## src/rtl/ps2_receive_pkg.sv

```systemverilog
// Purpose: shared constants for the PS/2 receiver: FSM state encoding,
//          frame geometry, common scan codes and the parity helper.
// Ports:   none (package).
package ps2_receive_pkg;

  typedef logic [1:0] ps2_state_t;

  localparam ps2_state_t ST_IDLE   = 2'd0;
  localparam ps2_state_t ST_DATA   = 2'd1;
  localparam ps2_state_t ST_PARITY = 2'd2;
  localparam ps2_state_t ST_STOP   = 2'd3;

  localparam int PS2_FRAME_BITS = 11;

  localparam logic [7:0] SC_E0 = 8'hE0;
  localparam logic [7:0] SC_F0 = 8'hF0;
  localparam logic [7:0] SC_12 = 8'h12;
  localparam logic [7:0] SC_59 = 8'h59;

  // PS/2 uses odd parity: data bits plus parity bit must hold an odd number of ones.
  function automatic logic odd_parity_ok(input logic [7:0] data, input logic parity);
    return ^{data, parity};
  endfunction

endpackage

```

## src/rtl/ps2_receive_if.sv

```systemverilog
// Purpose: output bundle of the PS/2 receiver towards the UART transmitter.
// Signals: rx_byte    last good scan code (held between frames)
//          valid      one-cycle pulse, rx_byte is new
//          parity_err one-cycle pulse, frame dropped on parity
//          frame_err  one-cycle pulse, bad stop bit or mid-frame stall
//          busy       frame in progress
// Modports: master = receiver side (drives), slave = consumer side.
interface ps2_receive_if;
  logic [7:0] rx_byte;
  logic       valid;
  logic       parity_err;
  logic       frame_err;
  logic       busy;

  modport master (output rx_byte, valid, parity_err, frame_err, busy);
  modport slave  (input  rx_byte, valid, parity_err, frame_err, busy);
endinterface

```

## src/rtl/ps2_receive_input_filter.sv

```systemverilog
// Purpose: brings the asynchronous PS/2 lines into clk_i, debounces the
//          PS/2 clock and produces a one-cycle strobe on its falling edge.
// Ports:   clk_i, rst_i     system clock, synchronous active-high reset
//          ps2_clk_i        raw PS/2 clock line
//          ps2_data_i       raw PS/2 data line
//          data_sync_o      synchronised data line
//          fall_o           one-cycle strobe, filtered clock went 1->0
module ps2_receive_input_filter #(
  parameter int FILTER_LEN = 8
) (
  input  logic clk_i,
  input  logic rst_i,
  input  logic ps2_clk_i,
  input  logic ps2_data_i,
  output logic data_sync_o,
  output logic fall_o
);
  localparam int CW = $clog2(FILTER_LEN + 1);
  localparam logic [CW-1:0] CNT_LAST = CW'(FILTER_LEN - 1);

  logic [1:0]    clk_sync_q, clk_sync_d;
  logic [1:0]    data_sync_q, data_sync_d;
  logic [CW-1:0] cnt_q, cnt_d;
  logic          filt_q, filt_d;
  logic          filt_prev_q;

  always_comb begin
    clk_sync_d  = {clk_sync_q[0], ps2_clk_i};
    data_sync_d = {data_sync_q[0], ps2_data_i};
    cnt_d       = '0;
    filt_d      = filt_q;
    // Count consecutive samples disagreeing with the filtered level; any
    // agreeing sample restarts the count, so short glitches never get through.
    if (clk_sync_q[1] != filt_q) begin
      if (cnt_q == CNT_LAST) begin
        filt_d = clk_sync_q[1];
      end else begin
        cnt_d = cnt_q + CW'(1);
      end
    end
  end

  always_ff @(posedge clk_i) begin
    if (rst_i) begin
      clk_sync_q  <= 2'b11;
      data_sync_q <= 2'b11;
      cnt_q       <= '0;
      filt_q      <= 1'b1;
      filt_prev_q <= 1'b1;
    end else begin
      clk_sync_q  <= clk_sync_d;
      data_sync_q <= data_sync_d;
      cnt_q       <= cnt_d;
      filt_q      <= filt_d;
      filt_prev_q <= filt_q;
    end
  end

  assign data_sync_o = data_sync_q[1];
  assign fall_o      = filt_prev_q & ~filt_q;

endmodule

```

## src/rtl/ps2_receive.sv

```systemverilog
// Purpose: PS/2 keyboard frame receiver (start, 8 data LSB first, odd
//          parity, stop). Emits good scan codes and error pulses.
// Ports:   clk_i       system clock
//          rst_i       synchronous active-high reset
//          ps2_clk_i   raw PS/2 clock line (idle high)
//          ps2_data_i  raw PS/2 data line (idle high)
//          rx_o        output bundle (byte, valid, parity_err, frame_err, busy)
//
// state     | meaning
// ----------+------------------------------------------------
// ST_IDLE   | waiting for a start bit (data low on clock fall)
// ST_DATA   | shifting in 8 data bits, LSB first
// ST_PARITY | next fall carries the parity bit
// ST_STOP   | next fall carries the stop bit, frame is judged
module ps2_receive
  import ps2_receive_pkg::*;
#(
  parameter int FILTER_LEN     = 8,
  parameter int TIMEOUT_CYCLES = 100000
) (
  input  logic          clk_i,
  input  logic          rst_i,
  input  logic          ps2_clk_i,
  input  logic          ps2_data_i,
  ps2_receive_if.master rx_o
);
  localparam int TW = $clog2(TIMEOUT_CYCLES);
  localparam logic [TW-1:0] TMO_LAST = TW'(TIMEOUT_CYCLES - 1);

  logic          data_s;
  logic          fall_s;
  logic          timeout;
  ps2_state_t    state_q, state_d;
  logic [2:0]    bit_cnt_q, bit_cnt_d;
  logic [7:0]    shift_q, shift_d;
  logic          parity_q, parity_d;
  logic [TW-1:0] tmo_q, tmo_d;
  logic [7:0]    byte_q, byte_d;
  logic          valid_q, valid_d;
  logic          perr_q, perr_d;
  logic          ferr_q, ferr_d;

  ps2_receive_input_filter #(
    .FILTER_LEN (FILTER_LEN)
  ) u_filter (
    .clk_i       (clk_i),
    .rst_i       (rst_i),
    .ps2_clk_i   (ps2_clk_i),
    .ps2_data_i  (ps2_data_i),
    .data_sync_o (data_s),
    .fall_o      (fall_s)
  );

  // A fall arriving on the terminal cycle still counts as progress.
  assign timeout = (state_q != ST_IDLE) && !fall_s && (tmo_q == TMO_LAST);

  always_ff @(posedge clk_i) begin
    if (rst_i) begin
      state_q   <= ST_IDLE;
      bit_cnt_q <= '0;
      shift_q   <= '0;
      parity_q  <= 1'b0;
      tmo_q     <= '0;
      byte_q    <= '0;
      valid_q   <= 1'b0;
      perr_q    <= 1'b0;
      ferr_q    <= 1'b0;
    end else begin
      state_q   <= state_d;
      bit_cnt_q <= bit_cnt_d;
      shift_q   <= shift_d;
      parity_q  <= parity_d;
      tmo_q     <= tmo_d;
      byte_q    <= byte_d;
      valid_q   <= valid_d;
      perr_q    <= perr_d;
      ferr_q    <= ferr_d;
    end
  end

  always_comb begin
    state_d   = state_q;
    bit_cnt_d = bit_cnt_q;
    shift_d   = shift_q;
    parity_d  = parity_q;
    unique case (state_q)
      ST_IDLE: begin
        // A fall with data high is a glitch, not a start bit.
        if (fall_s && !data_s) begin
          state_d   = ST_DATA;
          bit_cnt_d = '0;
        end
      end
      ST_DATA: begin
        if (fall_s) begin
          shift_d[bit_cnt_q] = data_s;
          bit_cnt_d          = bit_cnt_q + 3'd1;
          if (bit_cnt_q == 3'd7) begin
            state_d = ST_PARITY;
          end
        end
      end
      ST_PARITY: begin
        if (fall_s) begin
          parity_d = data_s;
          state_d  = ST_STOP;
        end
      end
      ST_STOP: begin
        if (fall_s) begin
          state_d = ST_IDLE;
        end
      end
      default: state_d = ST_IDLE;
    endcase

    if (timeout) begin
      state_d = ST_IDLE;
    end

    if ((state_q == ST_IDLE) || fall_s || timeout) begin
      tmo_d = '0;
    end else begin
      tmo_d = tmo_q + TW'(1);
    end
  end

  always_comb begin
    valid_d = 1'b0;
    perr_d  = 1'b0;
    ferr_d  = 1'b0;
    byte_d  = byte_q;
    if (timeout) begin
      ferr_d = 1'b1;
    end else if ((state_q == ST_STOP) && fall_s) begin
      // A low stop bit outranks a parity error.
      if (!data_s) begin
        ferr_d = 1'b1;
      end else if (odd_parity_ok(shift_q, parity_q)) begin
        valid_d = 1'b1;
        byte_d  = shift_q;
      end else begin
        perr_d = 1'b1;
      end
    end
  end

  assign rx_o.rx_byte    = byte_q;
  assign rx_o.valid      = valid_q;
  assign rx_o.parity_err = perr_q;
  assign rx_o.frame_err  = ferr_q;
  assign rx_o.busy       = (state_q != ST_IDLE);

endmodule
```

## src/flat_wrapper.sv

```systemverilog
// flat-port wrapper written by rule: the top's interface ports become plain ports
module ps2_receive_flat import ps2_receive_pkg::*;
#(
  parameter int FILTER_LEN     = 8,
  parameter int TIMEOUT_CYCLES = 100000
)
  (clk_i, rst_i, ps2_clk_i, ps2_data_i, rx_o_rx_byte, rx_o_valid, rx_o_parity_err, rx_o_frame_err, rx_o_busy);
  ps2_receive_if rx_o_i ();
  input  logic clk_i;
  input  logic rst_i;
  input  logic ps2_clk_i;
  input  logic ps2_data_i;
  output wire logic [$bits(rx_o_i.rx_byte)-1:0] rx_o_rx_byte;
  output wire logic [$bits(rx_o_i.valid)-1:0] rx_o_valid;
  output wire logic [$bits(rx_o_i.parity_err)-1:0] rx_o_parity_err;
  output wire logic [$bits(rx_o_i.frame_err)-1:0] rx_o_frame_err;
  output wire logic [$bits(rx_o_i.busy)-1:0] rx_o_busy;
  assign rx_o_rx_byte = rx_o_i.rx_byte;
  assign rx_o_valid = rx_o_i.valid;
  assign rx_o_parity_err = rx_o_i.parity_err;
  assign rx_o_frame_err = rx_o_i.frame_err;
  assign rx_o_busy = rx_o_i.busy;
  ps2_receive #(.FILTER_LEN(FILTER_LEN), .TIMEOUT_CYCLES(TIMEOUT_CYCLES)) u_core (.clk_i(clk_i), .rst_i(rst_i), .ps2_clk_i(ps2_clk_i), .ps2_data_i(ps2_data_i), .rx_o(rx_o_i));
endmodule
```

## config.mk

```make
export PLATFORM = sky130hd
export DESIGN_NAME = ps2_receive_flat
export DESIGN_NICKNAME = d
export VERILOG_FILES = /design/src/rtl/ps2_receive_pkg.sv /design/src/rtl/ps2_receive_if.sv /design/src/rtl/ps2_receive_input_filter.sv /design/src/rtl/ps2_receive.sv /design/src/flat_wrapper.sv
export SDC_FILE = /design/constraint.sdc
export NUM_CORES = 1
export LEC_CHECK = 0
export ABC_CLOCK_PERIOD_IN_PS = 2300
export CAP_MARGIN = 15
export CORE_MARGIN = 3
export CORE_UTILIZATION = 47
export DETAILED_ROUTE_END_ITERATION = 16
export GPL_ROUTABILITY_DRIVEN = 0
export HOLD_SLACK_MARGIN = 0.08
export PLACE_DENSITY = 0.66
export SKIP_LAST_GASP = 1
export SLEW_MARGIN = 30
export SYNTH_ARGS = -nofsm -noshare
export SYNTH_HDL_FRONTEND = slang
export SYNTH_SLANG_ARGS = --single-unit
```

## constraint.sdc

```tcl
create_clock -name clk_i -period 2.3 [get_ports clk_i]
set_input_delay 0.23 -clock clk_i [delete_from_list [all_inputs] [get_ports clk_i]]
set_output_delay 0.23 -clock clk_i [all_outputs]
set_load 0.05 [all_outputs]
```

==> results of run 1 <==
[power groups by stage]
stage          combinational (mW)  clock [mW]  sequential [mW]
2_1_floorplan              0.0974           0            0.952
6_report                    0.145       0.511            0.926
4_1_cts                     0.146       0.531            0.926
5_1_grt                     0.163       0.560            0.929
3_3_place_gp                0.144           0            0.947
3_5_place_dp                0.145           0            0.947
[routing by layer]
layer	routed length [um]	GRT usage	share of wire
met1	2033	0.2058	0.52
met2	1739	0.2471	0.45
met3	85	0.03694	0.022
met4	19	0.03689	0.0049
met5	0	0	0
[sequential cells by signal, indices dropped and copies added (netlist names), 2 cells and up]
signal                       count
u_core.state_q                   2
u_core.u_filter.cnt_q            4
u_core.tmo_q                    17
u_core.shift_q                   8
u_core.u_filter.clk_sync_q       2
u_core.bit_cnt_q                 3
u_core.rx_o.rx_byte              8
u_core.u_filter.data_sync_q      2
[worst paths after layout]
| kind | start | endpoint | slack [ps] | cells past startpoint |
|---|---|---|---|---|
| max | u_core.state_q[0] | rx_o_busy | 100 | 4 |
| min | u_core.u_filter.clk_sync_q[0] | u_core.u_filter.clk_sync_q[1] | 420 | 1 |
| max reg2reg | u_core.shift_q[0] | u_core.rx_o.rx_byte[5] | 350 | 5 |
| min reg2reg | u_core.u_filter.clk_sync_q[0] | u_core.u_filter.clk_sync_q[1] | 420 | 1 |
[cell usage in the layout (no fill, tap or decap), drive strengths merged, types with 10 or more instances in the layout]
| cell | n |
|---|---|
| dfxtp | 52 |
| nor2 | 39 |
| inv | 16 |
| nand3 | 15 |
| xnor2 | 15 |
| clkdlybuf4s50 | 15 |
| o21ai | 13 |
| a21oi | 11 |
| nand2 | 10 |
| xor2 | 10 |
| mux2i | 10 |
[through the flow]
stage | power [mW] | hold WS (ps) | worst slack [ps] | util | std cells
4_1_cts | 1.603 | 422.7 | 94.94 | 0.5731 | 340
3_3_place_gp | 1.090 | 391.6 | 389.8 | 0.5535 | 332
6_report | 1.582 | 417.5 | 99.64 | 0.5731 | 340
3_5_place_dp | 1.093 | 399.2 | 368.7 | 0.5535 | 332
5_1_grt | 1.652 | 427.6 | 11.84 | 0.5731 | 340
2_1_floorplan | 1.049 | 333.8 | 520.6 | - | 258
[kinds of logic (layout without fill, tap and decap cells)]
| group | after synthesis | after routing | share of synthesized area |
|---|---|---|---|
| xor gates and xnor gates | 26 | 26 | 0.1057 |
| buffers and inverters | 26 | 43 | 0.04687 |
| and+or+nand+nor | 106 | 106 | 0.2316 |
| AOI/OAI and AO/OA | 29 | 29 | 0.06975 |
| muxes | 10 | 10 | 0.04360 |
| DFF | 52 | 52 | 0.4534 |
| adders and majority gates | 9 | 9 | 0.04905 |
[final cells by class]
class                           count  area (um^2)
Multi-Input combinational cell    180         1147
Inverter                           16        60.06
Timing Repair Buffer               19        180.2
Clock buffer                        6        72.57
Tap cell                           65        81.33
Fill cell                         434         1936
Sequential cell                    52         1041
Clock inverter                      2        16.27
==> impl_metrics.tcl, run 1 <==
set metrics [dict create \
    status "finished, final reports clean" \
    vias 1673 \
    syn-instance-count 258 \
    yosysWarnings 0 \
    cp-start-kind "register" \
    fp-row-count 24 \
    worstPathRequired_ps 2070 \
    netlist.area_leader.share 0.4534 \
    dieHeight_um 75.89 \
    hold_violations 0 \
    p_switching_mw 0.3997 \
    cts_made_buffers 5 \
    wire_per_inst_um 11.41 \
    first_global_vias 1610 \
    final_area_um2 2599 \
    synth_cell_type_count 32 \
    wl_mm 3.878 \
    pwr-share-seq 0.586 \
    dr.pass1.iters 4 \
    fin_tns_setup_ps 0 \
    drtIter0Drc 59 \
    critical_path.most_common_cell "inv_1" \
    maxCapViolCount 0 \
    vias_per_cell 4.921 \
    crit_family "buffers and inverters" \
    clkLatencyLatePin_ps 300 \
    avgSynthCellArea_um2 8.899 \
    antenna_found_initial 0 \
    route.detailed.drc 0 \
    cts.sinks 52 \
    fin_crit_ps 2200 \
    p_int_mw 1.182 \
    grt_pass1_wl_mm 6.969 \
    cp_slowest_stage_delay_ps 800 \
    synth-seq-cells 52 \
    min_path_type "reg2reg" \
    power_density_nw_per_um2 608.7 \
    slowest_stage "clkdlybuf4s50_1" \
    yosysTopAreaCell "dfxtp_1" \
    synthTopCellsByArea "dfxtp_1, nor2_1, xnor2_1, ha_1, mux2i_1" \
    ant_nets 0 \
    antennaDiodeCount 0 \
    synth_edf_count 0 \
    syn_area_um2 2296 \
    async_reset_ff_frac 0 \
    cp_cell_sequence "inv_1 > ha_1 > inv_1 > clkdlybuf4s50_1" \
    fp.dieW_um 75.89 \
    power_frac_clock 0.323 \
    cts_hold_buf 0 \
    yosys_most_used_dff "dfxtp_1" \
    combPwrFrac 0.091 \
    ir_drop_mv 0.3708 \
    grt_setup_unrepaired "false" \
    coreArea_um2 4534 \
    h-tree-depth 2 \
    worst-setup-path-type "reg2out" \
    drive_above_1_share 0.08000 \
    io_buffer_count 15 \
    critPathCaptureType "primary output" \
    start_util 0.5063 \
    path_clk_slew_ps 90 \
    cts_tree "yes" \
    synth_common_cells "dfxtp_1, nor2_1, inv_1, nand3_1, xnor2_1" \
    placed_cell_area_um2 2510 \
    maxSlewViolCount 0 \
    grt_max_degree 33 \
    period_share 0.9567 \
    nNetsFinal 287 \
    dp_hpwl_mm 2.706 \
    die-area_um2 5759 \
    path_max_fanout 6 \
    worst_pin_slew_ps 672.0 \
    cts_max_path_buffers 2 \
    grt_util_all_layers 0.1530 \
    ctsResizeCount 0 \
    setup_violations 0 \
    cts_root_buf "clkbuf_8" \
    fin_skew_ps 13.62 \
    cp.arrival_ps 1970 \
    post_cts_buffers 0 \
    p_leak_nw 0.8755 \
    grt_overflow 0 \
    io_pins 16 \
    syn2layout_area_growth_pct 13.19 \
    synth_seq_area_share 0.4534 \
    sw_frac_of_total 0.2527 \
    critical_path_buf_inv_count 3 \
    slew_headroom 0.5479 \
    fmax_mhz 454.5 \
    syn-num-nets 271 \
    synth.most_common_cell "dfxtp_1" \
]
(Power assumes the default switching activity.)
==> run 2: changes to the inputs <==
--- a/config.mk
+++ b/config.mk
@@ -8,11 +8,10 @@
 export ABC_CLOCK_PERIOD_IN_PS = 2300
 export CAP_MARGIN = 15
 export CORE_MARGIN = 3
-export CORE_UTILIZATION = 47
+export CORE_UTILIZATION = 40
 export DETAILED_ROUTE_END_ITERATION = 16
 export GPL_ROUTABILITY_DRIVEN = 0
 export HOLD_SLACK_MARGIN = 0.08
-export PLACE_DENSITY = 0.66
 export SKIP_LAST_GASP = 1
 export SLEW_MARGIN = 30
 export SYNTH_ARGS = -nofsm -noshare
==> impl_metrics.tcl, run 2 (synthesized netlist as in run 1, its figures left out) <==
set metrics [dict create \
    coreArea_um2 5335 \
    cts_root_buf "clkbuf_8" \
    dieHeight_um 81.76 \
    dr_wl_met3_um 117 \
    power_frac_clock 0.363 \
    grt_pass1_wl_mm 7.403 \
    ant_nets 0 \
    worst-setup-path-type "reg2out" \
    post_cts_buffers 0 \
    wire_per_inst_um 11.56 \
    cts.sinks 52 \
    slew_headroom 0.5886 \
    dp_hpwl_mm 2.736 \
    grt_util_all_layers 0.1408 \
    antennaDiodeCount 0 \
    wl_met2_mm 1.738 \
    clkLatencyLatePin_ps 300 \
    nNetsFinal 287 \
    maxCapViolCount 0 \
    ctsResizeCount 0 \
    start_util 0.4303 \
    pwr-share-seq 0.550 \
    cp_cell_sequence "inv_1 > ha_1 > inv_1 > clkdlybuf4s50_1" \
    drive_above_1_share 0.08000 \
    vias_per_cell 4.875 \
    period_share 0.9455 \
    first_global_vias 1640 \
    crit_family "buffers and inverters" \
    route.detailed.drc 0 \
    grt_overflow 0 \
    top_layer "met4" \
    cts_made_buffers 5 \
    p_int_mw 1.288 \
    drtIter0Drc 77 \
    vias 1682 \
    setup_violations 0 \
    slowest_stage "clkdlybuf4s50_1" \
    h-tree-depth 2 \
    cts_hold_buf 0 \
    dr.pass1.iters 4 \
    register_area_um2 1041 \
    largest_register_ff_count 17 \
    final_core_util 0.4918 \
    fin_crit_ps 2175 \
    ir_drop_mv 0.2838 \
    cp-start-kind "register" \
    min_path_type "reg2reg" \
    worst_pin_slew_ps 611.4 \
    syn2layout_area_growth_pct 14.28 \
    fp.dieW_um 81.76 \
    fmax_mhz 459.8 \
    critical_path.most_common_cell "inv_1" \
    p_switching_mw 0.3939 \
    path_max_fanout 6 \
    cts_tree "yes" \
    grt_setup_unrepaired "false" \
    regMostFlops "u_core.tmo_q" \
    io_buffer_count 15 \
    power_density_nw_per_um2 641.1 \
    layout_commonest_cell "dfxtp_1" \
    die-area_um2 6685 \
    combPwrFrac 0.086 \
    multi_input_area_um2 1147 \
    maxSlewViolCount 0 \
    cp.arrival_ps 1940 \
    power_mw 1.682 \
    grt_max_degree 33 \
    wl_mm 3.988 \
    critPathCaptureType "primary output" \
    fin_tns_setup_ps 0 \
    hold_violations 0 \
    io_pins 16 \
    p_leak_nw 0.8893 \
    antenna_found_initial 0 \
    worstPathRequired_ps 2070 \
    sw_frac_of_total 0.2342 \
    cts_max_path_buffers 2 \
    path_clk_slew_ps 90 \
    status "finished, final reports clean" \
    fin_skew_ps 5.581 \
    wirelength_met1_mm 2.069 \
    critical_path_buf_inv_count 3 \
    cp_slowest_stage_delay_ps 800 \
    fp-row-count 26 \
    fillers 512 \
    final_cell_mix "dfxtp_1, nor2_1, inv_1" \
]
-- run 2: changes by cell type in the layout (fill, tap and decap cells not counted) --
| cell | delta |
|---|---|
| bufinv_16 | +1 |
| clkinvlp_4 | -1 |
| clkinv_2 | +1 |
| clkinv_4 | -1 |
-- run 2: worst paths after layout --
kind / start / endpoint / slack (ps) / cells past startpoint
max: u_core.state_q[0] / rx_o_busy / 130 / 4
min: u_core.u_filter.clk_sync_q[0] / u_core.u_filter.clk_sync_q[1] / 430 / 1
max reg2reg: u_core.shift_q[0] / u_core.rx_o.rx_byte[6] / 380 / 5
min reg2reg: u_core.u_filter.clk_sync_q[0] / u_core.u_filter.clk_sync_q[1] / 430 / 1
-- run 2: worst reg2reg max path: cells and delay by family, from the launching register on --
family	cells	cell delay [ps]
xor+xnor	3	960
simple gates	1	440
flops	1	340
compound gates	1	120
-- run 2: metal layers --
| layer | up-vias | global-route usage |
|---|---|---|
| met1 | 762 | 0.1898 |
| met5 | - | 0 |
| li1 | 892 | - |
| met2 | 23 | 0.2173 |
| met3 | 5 | 0.03618 |
| met4 | 0 | 0.04983 |
-- run 2: per-stage QoR --
step                      cells  area, um^2  hold slack, ps  worst slack [ps]
after floorplan             258        2296           333.8             520.6
after global placement      337        2516           391.3             373.8
final                       345        2624           427.9             125.3
after global routing        345        2624           435.5             16.10
after detailed placement    337        2516           399.8             379.2
after CTS                   345        2624           430.7             104.2
-- run 2: power groups by stage --
| stage | sequential (mW) | clock, mW | combinational (mW) |
|---|---|---|---|
| detailed placement | 0.947 | 0 | 0.147 |
| global route | 0.929 | 0.672 | 0.164 |
| floorplan | 0.952 | 0 | 0.0974 |
| finish | 0.926 | 0.611 | 0.145 |
| global placement | 0.947 | 0 | 0.145 |
| CTS | 0.926 | 0.631 | 0.147 |
-- run 2: cell type report --
cell class	count	area share
Multi-Input combinational cell	180	0.4373
Sequential cell	52	0.3968
Timing Repair Buffer	19	0.06867
Tap cell	70	0.03338
Clock buffer	6	0.02766
Inverter	16	0.02289
Clock inverter	2	0.01335
